===== src/rtl/memory_game_pkg.sv =====
// Shared types and constants for the 4x4 pairs-game turn sequencer.
// The card index is row*4+col, which is the same as concatenating the two 2-bit coordinates.
package memory_game_pkg;

    typedef enum logic [2:0] {
        WAIT_FIRST,
        WAIT_SECOND,
        SHOW,
        RESOLVE,
        DONE
    } mg_state_t;

    localparam int GRID_DIM  = 4;
    localparam int NUM_CARDS = GRID_DIM * GRID_DIM;
    localparam int NUM_PAIRS = NUM_CARDS / 2;
    localparam int SYM_W     = 3;

    function automatic logic [3:0] idx(input logic [1:0] row, input logic [1:0] col);
        return {row, col};
    endfunction

endpackage


===== src/rtl/mg_down_timer.sv =====
// Loadable down counter that stops at zero; zero is high whenever the count is zero.
// Load has priority over the enable.
module mg_down_timer #(
    parameter int WIDTH = 32
) (
    input  logic             clk,
    input  logic             reset,
    input  logic             load,
    input  logic [WIDTH-1:0] value,
    input  logic             en,
    output logic             zero
);

    logic [WIDTH-1:0] r_count;

    // NOTE: clocked state is always written with <= so every register samples pre-edge values.
    always_ff @(posedge clk) begin
        if (!reset) begin
            r_count <= '0;
        end else if (load) begin
            r_count <= value;
        end else if (en && (r_count != '0)) begin
            r_count <= r_count - 1'b1;
        end
    end

    assign zero = (r_count == '0);

endmodule


===== src/rtl/memory_game_ctrl.sv =====
// Turn sequencer for the 4x4 pairs game: takes two card picks, shows them for a window,
// then retires a matching pair or passes the turn, with an optional per-turn idle timeout.
module memory_game_ctrl
    import memory_game_pkg::*;
#(
    parameter int unsigned SHOW_CYCLES  = 50_000_000,
    parameter int unsigned TURN_TIMEOUT = 500_000_000
) (
    input  logic                 clk,
    input  logic                 reset,
    input  logic                 sel_valid,
    input  logic [1:0]           sel_row,
    input  logic [1:0]           sel_col,
    output logic [1:0]           brd_row,
    output logic [1:0]           brd_col,
    input  logic [SYM_W-1:0]     brd_sym,
    output logic                 sel_ack,
    output logic [NUM_CARDS-1:0] revealed,
    output logic [NUM_CARDS-1:0] matched,
    output logic                 player,
    output logic [3:0]           score0,
    output logic [3:0]           score1,
    output logic                 game_over
);

    localparam int TW = 32;
    // Timers are loaded with N-1 and acted on at zero, so the window spans exactly N cycles.
    localparam logic [TW-1:0] SHOW_LOAD = TW'(SHOW_CYCLES - 1);
    localparam logic [TW-1:0] TURN_LOAD = (TURN_TIMEOUT > 0) ? TW'(TURN_TIMEOUT - 1) : '0;
    localparam logic [3:0]    SCORE_MAX = 4'(NUM_PAIRS);

    mg_state_t            r_state;
    logic [3:0]           r_idx1, r_idx2;
    logic [SYM_W-1:0]     r_sym1, r_sym2;
    logic [NUM_CARDS-1:0] r_revealed, r_matched;
    logic                 r_player, r_sel_ack, r_game_over, r_turn_armed;
    logic [3:0]           r_score0, r_score1, r_pairs;

    logic [3:0] w_idx, w_pairs_next;
    logic       w_wait, w_accept, w_timeout, w_match;
    logic       w_show_zero, w_turn_zero, w_show_load, w_turn_load;

    assign w_idx        = idx(sel_row, sel_col);
    assign w_wait       = (r_state == WAIT_FIRST) || (r_state == WAIT_SECOND);
    assign w_accept     = w_wait && sel_valid && !r_matched[w_idx] && !r_revealed[w_idx];
    assign w_timeout    = (TURN_TIMEOUT != 0) && r_turn_armed && w_wait && w_turn_zero && !w_accept;
    assign w_match      = (r_sym1 == r_sym2);
    assign w_pairs_next = r_pairs + 4'd1;
    assign w_show_load  = w_accept && (r_state == WAIT_SECOND);
    // Turn timer restarts on each accept and on every way back into WAIT_FIRST.
    assign w_turn_load  = w_accept || w_timeout || !r_turn_armed || (r_state == RESOLVE);

    mg_down_timer #(.WIDTH(TW)) u_show_timer (
        .clk   (clk),
        .reset (reset),
        .load  (w_show_load),
        .value (SHOW_LOAD),
        .en    (r_state == SHOW),
        .zero  (w_show_zero)
    );

    mg_down_timer #(.WIDTH(TW)) u_turn_timer (
        .clk   (clk),
        .reset (reset),
        .load  (w_turn_load),
        .value (TURN_LOAD),
        .en    (w_wait),
        .zero  (w_turn_zero)
    );

    always_ff @(posedge clk) begin
        if (!reset) begin
            r_state      <= WAIT_FIRST;
            r_idx1       <= '0;
            r_idx2       <= '0;
            r_sym1       <= '0;
            r_sym2       <= '0;
            r_revealed   <= '0;
            r_matched    <= '0;
            r_player     <= 1'b0;
            r_sel_ack    <= 1'b0;
            r_game_over  <= 1'b0;
            r_turn_armed <= 1'b0;
            r_score0     <= '0;
            r_score1     <= '0;
            r_pairs      <= '0;
        end else begin
            r_turn_armed <= 1'b1;
            r_sel_ack    <= w_accept;
            case (r_state)
                WAIT_FIRST: begin
                    if (w_accept) begin
                        r_idx1            <= w_idx;
                        r_sym1            <= brd_sym;
                        r_revealed[w_idx] <= 1'b1;
                        r_state           <= WAIT_SECOND;
                    end else if (w_timeout) begin
                        r_revealed <= '0;
                        r_player   <= ~r_player;
                    end
                end
                WAIT_SECOND: begin
                    if (w_accept) begin
                        r_idx2            <= w_idx;
                        r_sym2            <= brd_sym;
                        r_revealed[w_idx] <= 1'b1;
                        r_state           <= SHOW;
                    end else if (w_timeout) begin
                        r_revealed <= '0;
                        r_player   <= ~r_player;
                        r_state    <= WAIT_FIRST;
                    end
                end
                SHOW: begin
                    if (w_show_zero) r_state <= RESOLVE;
                end
                RESOLVE: begin
                    r_revealed[r_idx1] <= 1'b0;
                    r_revealed[r_idx2] <= 1'b0;
                    r_state            <= WAIT_FIRST;
                    if (w_match) begin
                        r_matched[r_idx1] <= 1'b1;
                        r_matched[r_idx2] <= 1'b1;
                        r_pairs           <= w_pairs_next;
                        if (!r_player && (r_score0 != SCORE_MAX)) r_score0 <= r_score0 + 4'd1;
                        if (r_player && (r_score1 != SCORE_MAX))  r_score1 <= r_score1 + 4'd1;
                        if (w_pairs_next == 4'(NUM_PAIRS)) begin
                            r_state     <= DONE;
                            r_game_over <= 1'b1;
                        end
                    end else begin
                        r_player <= ~r_player;
                    end
                end
                DONE: r_game_over <= 1'b1;
                default: r_state <= WAIT_FIRST;
            endcase
        end
    end

    assign brd_row   = sel_row;
    assign brd_col   = sel_col;
    assign sel_ack   = r_sel_ack;
    assign revealed  = r_revealed;
    assign matched   = r_matched;
    assign player    = r_player;
    assign score0    = r_score0;
    assign score1    = r_score1;
    assign game_over = r_game_over;

endmodule


===== config.mk =====
export PLATFORM = sky130hd
export DESIGN_NAME = memory_game_ctrl
export DESIGN_NICKNAME = d
export VERILOG_FILES = /design/src/rtl/memory_game_pkg.sv /design/src/rtl/mg_down_timer.sv /design/src/rtl/memory_game_ctrl.sv
export SDC_FILE = /design/constraint.sdc
export NUM_CORES = 1
export LEC_CHECK = 0
export BUFFER_PORTS_ARGS = -buffer_cell sky130_fd_sc_hd__buf_4
export CORE_ASPECT_RATIO = 1.5
export CORE_MARGIN = 4
export CORE_UTILIZATION = 55
export DETAILED_ROUTE_END_ITERATION = 7
export GPL_TIMING_DRIVEN = 0
export PLACE_DENSITY = 0.75
export SYNTH_ARGS = -nofsm -noshare
export SYNTH_HDL_FRONTEND = slang
export SYNTH_SLANG_ARGS = --single-unit

===== constraint.sdc =====
create_clock -name clk -period 4.6 [get_ports clk]
set_input_delay 0.92 -clock clk [delete_from_list [all_inputs] [get_ports clk]]
set_output_delay 0.92 -clock clk [all_outputs]
set_load 0.02 [all_outputs]

After elaboration in Yosys (flattened, before gate mapping):

Cells that the tools add are included.

* output and inout port bits: 47
* register bits after elaboration: 129
* word-level logic and storage cells: 132
* bits of input ports: 10

* multiplexer cells: 32
* order comparisons: 6
* equal/unequal tests: 17
* bitwise operators: 10
* reductions and logical operators: 44
* add/sub/neg operators: 5

Operators with widths (count)
* logical NOT 32 bit: 2
* nonzero test 32 bit: 2
* subtractor 32 x 1 -> 32 bit (second input constant): 2
* 2-to-1 mux 29 bit: 2
* 2-to-1 mux 26 bit: 2
* bitwise OR 16 bit: 3
* AND 16 bit: 2
* 2-to-1 mux 16 bit: 2
* NOT 16 bit: 2
* case mux 16 bit (2 select lines): 1
* 2-to-1 mux 3 bit: 6
* < comparator 4 x 5 -> 1 bit (second input constant): 3
* case mux 3 bit (5 select lines): 1
* logical AND 1 bit: 14
* adder 4 x 1 -> 4 bit (second input constant): 3
* demux 1 bit (select 4 bit): 3
* greater-or-equal comparator 4 x 1 -> 1 bit (second input constant): 3
* 2-to-1 mux 1 bit: 11
* inequality test 2 bit (second input constant): 5
* AND reduction 3 bit: 3
* binary-select mux 1 bit (select 4 bit): 2
* inequality test 4 bit (second input constant): 2
* AND reduction 2 bit: 4
* AND reduction 4 bit: 2
* 15 further kinds: 32

Depth between registers and ports, before layout:

* depth in word-level cells: 11
* mapped depth: 9
* depth with buffers taken out: 8

Hierarchy:

From an unflattened synthesis, not the netlist that was laid out.

* cells, all modules: 878
* area total of the unflattened synthesis: 7113.1 sq um

By module, submodules not included
* mg_down_timer: cells each 229, instances 2, area an instance 1935.6 sq um, seq. area each 640.6 sq um
* memory_game_ctrl: cells each 420, instances 1, area an instance 3241.9 sq um, seq. area each 1301.2 sq um

Least setup slack after synthesis:

Ideal clock, no wire load.

* kind: input port to flip-flop
* from: input sel_col[1]
* to: register u_show_timer.r_count[12]
* slack: 1.850 ns
* data required time: 4.468 ns
* library setup time: 0.132 ns
* buffers on the path: 4
* stages on the path: 9
* arrival: 2.618 ns
* cells stage by stage: buf_2 > buf_2 > a211oi_1 > a21oi_1 > o221ai_1 > or2_1 > clkbuf_1 > buf_1 > a21oi_1

* word-level cells in the longest chain between the ends: 7
* elaborated cells on any way between the ends: 11
* classes of those cells: 5 x mux; 6 x reduce/logical

Ends and longest elaborated chain
* start: declaration: RTL line memory_game_ctrl.sv:13 `input logic [1:0] sel_col,`
* binary-select mux 1 bit (select 4 bit): RTL line memory_game_ctrl.sv:45 `assign w_accept = w_wait && sel_valid && !r_matched[w_idx] && !r_revealed[w_idx];`
* 2-to-1 mux 1 bit (not written as such): RTL line memory_game_ctrl.sv:45
* logical NOT 1 bit: RTL line memory_game_ctrl.sv:45
* logical AND 1 bit: RTL line memory_game_ctrl.sv:45
* logical AND 1 bit *: RTL line memory_game_ctrl.sv:45
* logical AND 1 bit *: RTL line memory_game_ctrl.sv:49 `assign w_show_load = w_accept && (r_state == WAIT_SECOND);`
* 2-to-1 mux 26 bit / nonzero test 2 bit (equally long branches)
* end signal: assignment: RTL line mg_down_timer.sv:21 `r_count <= value;`
* end signal: assignment: RTL line mg_down_timer.sv:23 `r_count <= r_count - 1'b1;`
* end: declaration: RTL line mg_down_timer.sv:14 `logic [WIDTH-1:0] r_count;`

Every way passes the cells marked *; elsewhere a longest branch is shown, timed or not. The select of a mux whose other input is x is not followed.
A chain may end at the register's enable or synchronous reset.

Worst setup path after layout:

* from: input sel_col[1]
* to: register u_show_timer.r_count[11]

* word-level cells in the longest chain between the ends: 7
* elaborated cells on any way between the ends: 10
* classes of those cells: 4 x mux; 6 x reduce/logical

Ends and longest elaborated chain (RTL line)
* binary-select mux 1 bit (select 4 bit): memory_game_ctrl.sv:45
* 2-to-1 mux 1 bit (not written as such): memory_game_ctrl.sv:45
* logical NOT 1 bit: memory_game_ctrl.sv:45
* logical AND 1 bit: memory_game_ctrl.sv:45
* logical AND 1 bit *: memory_game_ctrl.sv:45
* logical AND 1 bit *: memory_game_ctrl.sv:49
* OR reduction 2 bit (no line) *

Marks and branches as above.

==> impl_results.md <==
* Initial Util at 0.558
* CP max-delay cell: o21ai_0
* CP Launch Type: primary input
* Buf/Inv on CP at 2
* GRT overflow at 0
* Final setup vio count at 0
* Ys Warns at 0
* Fillers at 942
* Ranking of synthesized cells by area: dfxtp_1, a21oi_1, xnor2_1
* Root Driver: clkbuf_16
* Postcts setup bufs at 0
* Htree depth at 4
* Worst skew pair latency at 0.42 ns
* Post-route cell area at 0.00762 mm^2
* Non-Filler Instances at 994
* Mean Syn Cell Area at 8.45 um^2
* Critical Path RT at 4.89 ns
* Vias in the first global route at 5979
* Worst-path cell chain: buf_4, nor2b_1, a211oi_1, a211oi_1, o221ai_1, o21ai_0, clkbuf_1, nor2_1
* DR iter-0 viols at 254
* Most used DFF post-synth: dfxtp_1
* Worst Tran Pin Value at 0.962 ns
* Pre-Repair DR Iteration Count at 5
* Final worst setup slack at 0.948 ns
* Sw power at 0.902 mW
* Port bufs at 55
* Sw Ratio at 0.288
* Core area at 0.0115 mm^2
* Post-synth EDFFs at 0
* Chip height at 140 um
* Clock Pin Slew Worst Setup and Hold Paths at 0.06 ns
* Number of diodes at 0
* Pwr per Cell Area at 410 mW/mm^2
* Share of layout cells above drive strength 1 at 0.140
* Min Hold Slack at 0.462 ns
* Mapped Nets at 775
* RSZ-0062 raised after global routing: false
* Slew Limit Fails at 0
* CTS tree: done
* Initial antenna violation count at 0
* Clock power frac at 0.450
* First-pass GRT wire length at 29600 um
* WL per Instance at 18.2 um
* Routed via count at 6014
* Mapped Area at 0.00640 mm^2
* Die ar. at 0.0135 mm^2
* Clock sink total at 129
* Clock skew at 0.00768 ns
* Residual DRC at 0
* Dpl hpwl at 13200 um
* # hold bufs at CTS at 0
* DP Worst Slack at 0.614 ns
* Achievable frequency at 274 MHz
* P&R area growth vs syn at 19.0%
* Most common cell after layout, fill and taps aside: dfxtp_1
* CP Max Fanout at 10
* Yosys cell types at 71
* Leading area contributor after synthesis: dfxtp_1
* Logic pwr share at 0.155
* Post-Route WL at 18100 um
* Status: finished clean
* Number of routed nets with antenna violations at 0
* Final period utilization at 0.794
* CTS Buf Count at 17
* Post-route setup TNS at 0 ns
* Worst vdd ir at 301 uV
* CP max stage delay at 0.85 ns
* Post-synth top area share at 0.404
* Vias/cell at 6.05
* Nets at 849
* Seq pwr share at 0.395
* Leakage at 2.88 nW
* Internal Power at 2.22 mW
* Most frequent cells in the layout: dfxtp_1, nor2_1, a21oi_1
* CP endpoint kind: flip-flop
* Row count at 48
* Final Hold Viols at 0
* All-Layer GR Usage at 0.280
* Post-DP Area at 0.00700 mm^2
* Max-Cap Viols at 0
* Flops & latches, synth at 129
* Die width at 96.1 um
* Arr. time, crit path at 3.94 ns
* Post-placement cell count at 962
* Register area share after synthesis at 0.404
* Slew HR at 0.352
* Crit-path leading delay family: compound AO/OA/AOI/OAI gates
* Worst setup path class: primary input to flip-flop
* CTS Buffer Depth at 2
* Most frequent CP cell: a211oi_1
* Final Critical Period at 3.65 ns
* Share of flip-flops with an asynchronous set or reset at 0
* Hold Path Class: flip-flop to flip-flop
* Ports at 57
* CTS resizes at 0
* Mapped Cells at 757
* Largest net degree at the start of global routing at 17
* GPL Wtd Cong at 0.984
[routing by layer]
layer	GRT usage	vias to the layer above	wire (um)
met5	0	-	0
met4	0.142	0	696
met3	0.0500	52	790
met2	0.493	221	9640
met1	0.314	2858	6980
li1	-	2883	-
[layout make-up]
type                            count  area (um^2)  area share
Buffer                             41          183      0.0240
Clock buffer                       18          439      0.0577
Clock inverter                     14          179      0.0235
Inverter                           16         60.1     0.00788
Multi-Input combinational cell    571         3570       0.469
Sequential cell                   129         2580       0.339
Tap cell                          150          188      0.0246
Timing Repair Buffer               55          413      0.0542
[power by group through the flow]
stage	logic (mW)	registers (mW)	clock network, mW
after global routing	0.535	1.24	1.47
after floorplan	0.352	1.25	0
after global placement	0.462	1.25	0
final	0.484	1.23	1.41
after detailed placement	0.472	1.26	0
after CTS	0.480	1.23	1.42
[cells by family after synthesis]
family / after synthesis / share of synthesized area
AOI/OAI and AO/OA: 154 / 0.155
xor gates and xnor gates: 68 / 0.0931
adders and majority gates: 8 / 0.0156
buffers and inverters: 57 / 0.0379
DFF: 129 / 0.404
muxes: 23 / 0.0364
and+or+nand+nor: 318 / 0.258
[synthesized netlist by cell type (all sizes together) (3+ instances only)]
cell    count
dfxtp     129
nor2       80
a21oi      69
nand2      64
xnor2      36
nor3       34
xor2       32
nand3      31
clkbuf     29
mux2i      21
nor4       18
and3       17
inv        16
nand4      14
nand2b     13
o21ai      13
buf        12
a22oi      10
or4        10
a31oi       8
ha          8
nand3b      8
a32oi       7
o22ai       7
a211oi      6
o21a        6
or2         6
or3         6
o211ai      4
and2        3
o31ai       3
o32a        3
[sequential cells by signal (all words and copies together), names as in the netlist, 3 cells and up]
register / flops
matched: 16
r_idx1: 4
r_idx2: 4
r_pairs: 4
r_state: 3
r_sym1: 3
r_sym2: 3
revealed: 16
score0: 4
score1: 4
u_show_timer.r_count: 32
u_turn_timer.r_count: 32
[metrics by stage]
step,utilization,power (mW)
3_5_place_dp,0.610,1.73
5_1_grt,0.664,3.25
3_3_place_gp,0.610,1.71
2_1_floorplan,-,1.60
4_1_cts,0.664,3.13
6_report,0.664,3.13
[worst register-to-register path, delay by kind of cell (launching register included)]
family                 cells  cell delay (ns)
buffers and inverters      2             0.65
flip-flops                 1             0.32
AND/OR/NAND/NOR            2             0.52
AO/OA/AOI/OAI              4             1.93
[path summary, 6_finish.rpt]
| path | slack, ns | end | cells after the start | startpoint |
|---|---|---|---|---|
| worst max-delay path | 0.95 | u_show_timer.r_count[11] | 8 | sel_col[1] |
| worst min-delay path | 0.46 | game_over | 2 | game_over |
| worst max register to register | 1.06 | u_show_timer.r_count[11] | 8 | r_state[1] |
| worst min register to register | 0.46 | game_over | 2 | game_over |
(Power assumes the default switching activity.)
